==> config.mk <==
export PLATFORM = sky130hd
export DESIGN_NAME = alu_rr_scheduler
export DESIGN_NICKNAME = d
export VERILOG_FILES = /design/src/rtl/alu_rr_scheduler.sv
export SDC_FILE = /design/constraint.sdc
export NUM_CORES = 1
export LEC_CHECK = 0
export ABC_CLOCK_PERIOD_IN_PS = 5110
export CORE_MARGIN = 2
export CORE_UTILIZATION = 45
export CTS_BUF_LIST = sky130_fd_sc_hd__clkbuf_8
export DETAILED_ROUTE_END_ITERATION = 7
export HOLD_SLACK_MARGIN = 0.15
export PLACE_DENSITY = 0.87
export SLEW_MARGIN = 20
export SYNTH_ARGS = -nofsm -noshare
export SYNTH_HDL_FRONTEND = slang
export SYNTH_SLANG_ARGS = --single-unit
==> constraint.sdc <==
create_clock -name clk -period 5.11 [get_ports clk]
set_input_delay 0.7665 -clock clk [delete_from_list [all_inputs] [get_ports clk]]
set_output_delay 0.7665 -clock clk [all_outputs]
set_load 0.05 [all_outputs]
==> src/rtl/alu_rr_scheduler.sv <==
// ============================================================================
// Module   : alu_rr_scheduler
// Brief    : Round-robin arbiter sharing one combinational ALU between
//            NUM_REQ requesters, with a valid/ready response channel.
// Revision : 1.0 - initial release
// ============================================================================
`default_nettype none

module alu_rr_scheduler #(
    parameter int NUM_REQ = 4,
    parameter int DW      = 8,
    parameter int RW      = 16,
    localparam int IDW    = $clog2(NUM_REQ)
) (
    input  logic                  clk,
    input  logic                  rst_n,
    input  logic [NUM_REQ-1:0]    req_valid,
    output logic [NUM_REQ-1:0]    req_ready,
    input  logic [4*NUM_REQ-1:0]  req_sel,
    input  logic [DW*NUM_REQ-1:0] req_in1,
    input  logic [DW*NUM_REQ-1:0] req_in2,
    output logic [3:0]            alu_sel,
    output logic [DW-1:0]         alu_in1,
    output logic [DW-1:0]         alu_in2,
    input  logic [RW-1:0]         alu_out,
    output logic                  rsp_valid,
    input  logic                  rsp_ready,
    output logic [IDW-1:0]        rsp_id,
    output logic [RW-1:0]         rsp_data,
    output logic                  rsp_err,
    output logic                  busy
);

    localparam logic [1:0] c_IDLE = 2'd0;
    localparam logic [1:0] c_EXEC = 2'd1;
    localparam logic [1:0] c_RESP = 2'd2;

    logic [1:0]         r_state;
    logic [IDW-1:0]     r_rr_ptr;
    logic [3:0]         r_alu_sel;
    logic [DW-1:0]      r_alu_in1;
    logic [DW-1:0]      r_alu_in2;
    logic               r_rsp_valid;
    logic [IDW-1:0]     r_rsp_id;
    logic [RW-1:0]      r_rsp_data;
    logic               r_rsp_err;

    logic               w_found;
    logic [IDW-1:0]     w_grant;
    logic [3:0]         w_sel;
    logic [DW-1:0]      w_in1;
    logic [DW-1:0]      w_in2;
    logic [IDW-1:0]     w_next_ptr;
    logic [NUM_REQ-1:0] w_req_ready;
    logic               w_err;

    // Rotating priority: indices at or above rr_ptr first, then the wrapped-around low ones.
    always_comb begin
        w_found = 1'b0;
        w_grant = '0;
        w_sel   = '0;
        w_in1   = '0;
        w_in2   = '0;
        for (int i = 0; i < NUM_REQ; i++) begin
            if (!w_found && req_valid[i] && (i >= int'(r_rr_ptr))) begin
                w_found = 1'b1;
                w_grant = IDW'(i);
                w_sel   = req_sel[4*i +: 4];
                w_in1   = req_in1[DW*i +: DW];
                w_in2   = req_in2[DW*i +: DW];
            end
        end
        for (int i = 0; i < NUM_REQ; i++) begin
            if (!w_found && req_valid[i] && (i < int'(r_rr_ptr))) begin
                w_found = 1'b1;
                w_grant = IDW'(i);
                w_sel   = req_sel[4*i +: 4];
                w_in1   = req_in1[DW*i +: DW];
                w_in2   = req_in2[DW*i +: DW];
            end
        end
    end

    // Ready is suppressed while reset is held so nothing looks accepted during reset.
    always_comb begin
        w_req_ready = '0;
        if (rst_n && (r_state == c_IDLE) && w_found) begin
            w_req_ready[w_grant] = 1'b1;
        end
    end

    assign w_next_ptr = (w_grant == IDW'(NUM_REQ - 1)) ? '0 : w_grant + 1'b1;
    assign w_err      = (r_alu_sel >= 4'hD) || ((r_alu_sel == 4'h3) && (r_alu_in2 == '0));

    always_ff @(posedge clk or negedge rst_n) begin
        if (!rst_n) begin
            r_state     <= c_IDLE;
            r_rr_ptr    <= '0;
            r_alu_sel   <= '0;
            r_alu_in1   <= '0;
            r_alu_in2   <= '0;
            r_rsp_valid <= 1'b0;
            r_rsp_id    <= '0;
            r_rsp_data  <= '0;
            r_rsp_err   <= 1'b0;
        end else begin
            case (r_state)
                c_IDLE: begin
                    if (w_found) begin
                        r_alu_sel <= w_sel;
                        r_alu_in1 <= w_in1;
                        r_alu_in2 <= w_in2;
                        r_rsp_id  <= w_grant;
                        r_rr_ptr  <= w_next_ptr;
                        r_state   <= c_EXEC;
                    end
                end
                c_EXEC: begin
                    r_rsp_data  <= alu_out;
                    r_rsp_err   <= w_err;
                    r_rsp_valid <= 1'b1;
                    r_state     <= c_RESP;
                end
                c_RESP: begin
                    if (rsp_ready) begin
                        r_rsp_valid <= 1'b0;
                        r_state     <= c_IDLE;
                    end
                end
                default: begin
                    r_state <= c_IDLE;
                end
            endcase
        end
    end

    assign req_ready = w_req_ready;
    assign alu_sel   = r_alu_sel;
    assign alu_in1   = r_alu_in1;
    assign alu_in2   = r_alu_in2;
    assign rsp_valid = r_rsp_valid;
    assign rsp_id    = r_rsp_id;
    assign rsp_data  = r_rsp_data;
    assign rsp_err   = r_rsp_err;
    assign busy      = (r_state != c_IDLE);

endmodule

`default_nettype wire
==> results of run 1 <==
## where the power goes
part / internal (mW) / switching, mW / total, mW
logic: 0.773 / 1.22 / 1.99
clock network: 0.148 / 0.137 / 0.284
registers: 0.527 / 0.129 / 0.656
## worst reg2reg max path, delay by kind of cell, from the launching register on
kind / cells / cell delay, ps
and+or+nand+nor: 2 / 1060
AOI/OAI and AO/OA: 3 / 660
DFF: 1 / 340
buffers and inverters: 1 / 340
## sequential cells by signal (all words and copies together), names as in the netlist
signal / cells
rsp_data: 16
alu_in1: 8
alu_in2: 8
alu_sel: 4
r_rr_ptr: 2
r_state: 2
rsp_id: 2
rsp_err: 1
rsp_valid: 1
## per-stage QoR
stage	power, mW	hold slack, ps	worst slack (ps)	instances	util [%]
floorplan	2.02	455	2090	335	-
detailed placement	2.64	474	1180	555	67.8
global route	3.09	500	994	563	69.6
CTS	2.92	494	1170	563	69.5
global placement	2.58	468	1300	555	67.8
finish	2.93	454	1140	563	69.6
## area by class of cell
type / count / area (um^2) / share of cell area (%)
multi-input combinational: 246 / 1830 / 38.7
timing repair buffer: 152 / 1500 / 31.7
sequential: 44 / 1100 / 23.3
clock inverter: 3 / 46.3 / 0.980
inverter: 17 / 63.8 / 1.35
tap: 96 / 120 / 2.54
clock buffer: 5 / 68.8 / 1.46
## final timing paths
path	slack, ps	end	cells past startpoint
min	450	alu_in1[5]	1
max in group asynchronous	4240	alu_in2[0]	1
min reg2reg	490	rsp_id[0]	1
max	1140	req_ready[3]	8
max reg2reg	2600	alu_in2[0]	6
min in group clk	490	rsp_id[0]	1
## per-layer routing
layer,vias up,share of wire (%),GRT usage [%]
met1,1659,40,37.0
met5,-,0,0
li1,1547,-,-
met2,259,48,46.7
met4,0,2.2,8.95
met3,28,9.9,5.00
## kinds of logic (layout without fill, tap and decap cells)
| group | after synthesis | after routing |
|---|---|---|
| AND/OR/NAND/NOR | 95 | 95 |
| adder cells (fa/ha/maj) | 4 | 4 |
| buffers and inverters | 45 | 177 |
| flip-flops | 44 | 44 |
| AO/OA/AOI/OAI | 119 | 119 |
| multiplexers | 28 | 28 |
## placed cells by master, fill, tap and decap left out, drive strengths merged
master	n
a2bb2oi	8
nand2	37
nor3	8
or2b	1
and2	1
a221o	8
a22oi	12
clkdlybuf4s50	142
o21bai	1
a31oi	1
nor2	12
mux2	28
or2	2
ha	4
a21o	11
buf	10
nor2b	2
or4	1
inv	18
dfrtp	44
nand2b	5
o221ai	20
a221oi	12
clkbuf	5
nand3	17
bufinv	1
o211ai	2
clkinvlp	1
and3	4
a311oi	8
o2111ai	1
a21oi	7
o21ai	28
nor4	2
nor4b	2
or3	1
==> qor.csv, run 1 <==
stage,metric,value,unit
drt,WL final,10.9,mm
placed_design,area post-placement,0.00461,mm^2
timing,Slew HR,29.1,%
clock_network,post-CTS setup buffers,0,
floorplanning,initial core utilization,46.3,%
synthesis,synth top area cells,"dfrtp_1, mux2_2, o221ai_2",
drt,DR vias/cell,6.20,
synthesis,"Top FF cell, synth",dfrtp_1,
drt,DR iter-0 viols,476,
critical_path,Startpoint Class,primary input,
timing,max frequency,0.252,GHz
final_layout,ant diodes,0,
drt,drt drc,0,
clock_network,CTS max path bufs,2,
grt,first-pass GRT wire length,16.9,mm
floorplanning,die area,0.00768,mm^2
pwr,leakage power total,1.87,nW
final_layout,share of cells above drive strength 1,15.4,%
synthesis,Post-Synth Simple-Gate Area,15.2,%
floorplanning,Die Y-Extent,87.6,um
synthesis,Post-Syn Nets,442,
synthesis,"count leader, synth",dfrtp_1,
floorplanning,I/O pin total,148,
flow_run,Max Cap Viol,0,
timing,Clock Skews,14.2,ps
synthesis,yosys warns,0,
critical_path,CP max-delay cell,nor2b_1,
clock_network,htree depth,2,
timing,Worst Max-Slew Pin Slew,1060,ps
synthesis,Synth Register Bits,44,
timing,Final setup viols,0,
critical_path,CP arrival,3200,ps
floorplanning,Core ar.,0.00679,mm^2
critical_path,RR Startpoint,r_rr_ptr[1],
grt,initial antenna violation count,0,
critical_path,CP Launch Point,req_valid[0],
grt,largest net degree at the start of global routing,49,
synthesis,mapped cell area,0.00315,mm^2
critical_path,CP max stage delay,720,ps
critical_path,critical path class,primary input to output port,
final_layout,fin nets,573,
hold_path,worst min path class,primary input to async pin,
synthesis,"area leader, netlist",dfrtp_1,
synthesis,Netlist cell types,45,
drt,routed via count,3493,
synthesis,top-area cell type share of the netlist area,35.0,%
clock_network,CTS root buffer,clkbuf_8,
drt,Post-DRT Antenna Nets,0,
clock_network,"Gates resized, CTS repair",0,
placed_design,final RePlAce weighted congestion,0.841,
grt,vias in the first global route,3399,
drt,Routed wire per std cell,19.3,um
synthesis,XOR/XNOR share of the synthesized area,0,%
clock_network,CTS tree,yes,
final_layout,cell area after layout,0.00473,mm^2
grt,grt ovf,0,
timing,Fin. Hold Viols,0,
synthesis,Adder-Cell Fraction of Synth Area,1.59,%
timing,setup TNS,0,ps
clock_network,TritonCTS Buffers,5,
critical_path,Crit path required time,4340,ps
synthesis,compound-cell area share of the yosys netlist,31.3,%
synthesis,number of enable flip-flop cells after synthesis,0,
timing,part of the cycle the worst path needs,77.7,%
drt,first drt pass iteration count,5,
clock_network,clock sink count,44,
synthesis,asr flop ratio synth,100,%
clock_network,clk slew on worst S/H paths,100,ps
clock_network,Clock Latency Late Sink,310,ps
clock_network,hold_buf cts,0,
critical_path,"CP delay by family, top",buffers and inverters,
floorplanning,Die X,87.6,um
pwr,VDD IR-drop max,0.000267,V
critical_path,Setup crit end kind,output port,
placed_design,dpl hpwl,7.68,mm
critical_path,CP cell instances,"clkdlybuf4s50_1, nor2b_1, o21bai_4, o21ai_0, inv_1, ha_1, and3_1, buf_4",
critical_path,CP max FO,10,
synthesis,Post-synth top cells,"dfrtp_1, nand2_1, mux2_2",
final_layout,FILL cells,509,
pwr,Pwr Density,620,mW/mm^2
final_layout,Area Overhead vs Synth,50.1,%
placed_design,port buffer count,147,
synthesis,post-synthesis mux area share,10.0,%
floorplanning,row cnt,30,
critical_path,Crit path buffers/inverters,3,
synthesis,largest family of logic cells by synthesized area,compound AO/OA/AOI/OAI gates,
timing,fin crit period,3970,ps
run_status,status,"complete, no violations",
synthesis,syn_area_per_cell,9.40,um^2
timing,RSZ-0062 raised after global routing,no,
grt,Tot GR Track Use,28.0,%
timing,final max-slew violation count,0,
synthesis,post-synthesis sequential area ratio,35.0,%
synthesis,Gate Count Post-Synth,335,
Power figures use the tool's default switching activity.
==> run 2: changes to the inputs <==
- ABC_CLOCK_PERIOD_IN_PS: 5110 -> 3520
- CORE_UTILIZATION: 45 -> 39
- PLACE_DENSITY: 0.87 -> 0.8
- clock period: 5.11 -> 3.52 ns (I/O delays scaled with it)
==> qor.csv, run 2 (synthesis gave the netlist of run 1 again) <==
stage,metric,value,unit,change
flow_run,Max Cap Viol,0,,unchanged
clock_network,TritonCTS Buffers,5,,unchanged
final_layout,ant diodes,0,,unchanged
clock_network,Clock Latency Late Sink,300,ps,about the same
critical_path,CP cell instances,"clkdlybuf4s50_1, buf_4, nand2b_1, a21oi_1, o21ai_0, inv_1, ha_1, and3_1, buf_4",,
grt,grt ovf,0,,unchanged
critical_path,Crit path required time,2990,ps,-1350 ps
critical_path,Worst R2R Path Depth,5,,-1
pwr,VDD IR-drop max,0.000356,V,+33%
clock_network,htree depth,2,,unchanged
final_layout,share of cells above drive strength 1,16.7,%,+1.2 points
timing,setup TNS,0,ps,unchanged
grt,vias in the first global route,3349,,-1.5%
critical_path,Crit path buffers/inverters,4,,+1
clock_network,clock sink count,44,,unchanged
floorplanning,initial core utilization,40.5,%,-5.8 points
drt,routed via count,3411,,-2.3%
floorplanning,Die X,93.8,um,+7.1%
timing,Clock Skews,9.67,ps,-4.51 ps
clock_network,CTS max path bufs,2,,unchanged
drt,WL final,10.7,mm,-1.2%
floorplanning,die area,0.00881,mm^2,+15%
floorplanning,Core ar.,0.00777,mm^2,+14%
clock_network,clk slew on worst S/H paths,90,ps,about the same
critical_path,CP max FO,13,,+3
timing,max frequency,0.323,GHz,
clock_network,CTS tree,yes,,
grt,Tot GR Track Use,23.9,%,-4.1 points
final_layout,flip-flop count of the largest register after layout,16,,unchanged
timing,RSZ-0062 raised after global routing,no,,
critical_path,"CP delay by family, top",buffers and inverters,,
pwr,leakage power total,1.90,nW,+1.7%
floorplanning,I/O pin total,148,,unchanged
timing,part of the cycle the worst path needs,87.9,%,
drt,DR iter-0 viols,196,,-59%
critical_path,Startpoint Class,primary input,,
drt,DR vias/cell,5.92,,-4.6%
placed_design,dpl hpwl,7.73,mm,+0.61%
timing,Fin. Hold Viols,0,,unchanged
critical_path,WP depth,9,,+1
floorplanning,row cnt,32,,+6.7%
timing,Worst Max-Slew Pin Slew,1050,ps,-6.55 ps
timing,final max-slew violation count,0,,unchanged
pwr,Pwr Density,891,mW/mm^2,+44%
final_layout,Finished Layout Cells,576,,+2.3%
timing,Slew HR,29.3,%,+0.11 points
grt,largest net degree at the start of global routing,45,,-8.2%
drt,Routed wire per std cell,18.6,um,-3.4%
clock_network,hold_buf cts,0,,unchanged
final_layout,Area Overhead vs Synth,51.9,%,
hold_path,worst min path class,primary input to async pin,,
final_layout,fin nets,580,,+1.2%
drt,Post-DRT Antenna Nets,0,,unchanged
placed_design,# placed instances,568,,+2.3%
grt,first-pass GRT wire length,16.6,mm,-2.0%
critical_path,CP max-delay cell,clkdlybuf4s50_1,,
critical_path,CP most frequent cell,buf_4,,
critical_path,CP max stage delay,530,ps,-190 ps
critical_path,R2R Setup Slk,1110,ps,-1490 ps
timing,Final setup viols,0,,unchanged
final_layout,most frequent cells in the layout,"clkdlybuf4s50_1, dfrtp_1, nand2_1",,
floorplanning,Die Y-Extent,93.8,um,+7.1%
critical_path,critical path class,primary input to output port,,
clock_network,post-CTS setup buffers,0,,unchanged
clock_network,"Gates resized, CTS repair",0,,unchanged
final_layout,FILL cells,659,,+29%
clock_network,CTS root buffer,clkbuf_8,,
grt,initial antenna violation count,0,,unchanged
final_layout,"most common cell after layout, fill and taps aside",clkdlybuf4s50_1,,
drt,drt drc,0,,unchanged
timing,fin crit period,3090,ps,
critical_path,Setup crit end kind,output port,,
placed_design,final RePlAce weighted congestion,0.952,,+13%
run_status,status,"complete, no violations",,
placed_design,port buffer count,147,,unchanged
critical_path,CP arrival,2570,ps,-630 ps
drt,first drt pass iteration count,5,,unchanged
==> run 2: cell types whose count changed in the layout (fill, tap and decap cells not counted), sizes merged <==
cell / delta
buf: +7
==> run 2: worst reg2reg max path: stages, from the launching register on <==
cell	delay, ps
dfrtp_1	570
nand2_1	140
nor4_2	810
nor2_1	430
o21ai_0	240
o221ai_2	120
==> run 2: area by class of cell <==
cell class,count,area (um^2),area share [%]
clock buffers,5,68.8,1.44
clock inverters,3,46.3,0.968
inverters,17,63.8,1.33
multi-input cells,246,1830,38.2
flip-flops and latches,44,1100,23.0
well taps,102,128,2.67
repair buffers,159,1550,32.3
==> run 2: report_power, final <==
group	internal [mW]	switching (mW)	leakage, nW
clock	0.214	0.188	0.0548
combinational	1.15	1.76	1.32
sequential	0.765	0.187	0.529
total	2.12	2.13	1.90
==> run 2: final timing paths <==
path                               from            to
max                        req_valid[1]  req_ready[3]
min                               rst_n    r_state[1]
max reg2reg                 r_rr_ptr[0]    alu_in2[1]
min reg2reg                   rsp_id[0]     rsp_id[0]
max in group asynchronous         rst_n   r_rr_ptr[0]
min in group clk              rsp_id[0]     rsp_id[0]
==> run 2: stage by stage <==
stage	utilization [%]	hold slack [ps]	instance area (um^2)	setup WS (ps)	total power [mW]
floorplan	-	232	3150	976	2.93
global placement	60.1	466	4670	514	3.80
detailed placement	60.1	471	4670	440	3.86
CTS	61.6	367	4780	437	4.26
global route	61.6	404	4780	258	4.50
finish	61.6	356	4780	426	4.26
==> run 2: layer usage <==
metal | routed length (um) | global-route usage, % | up-vias
met4 | 189 | 7.97 | 0
met2 | 5150 | 39.2 | 222
met5 | 0 | 0 | -
met3 | 1040 | 4.17 | 22
li1 | - | - | 1555
met1 | 4370 | 31.9 | 1612
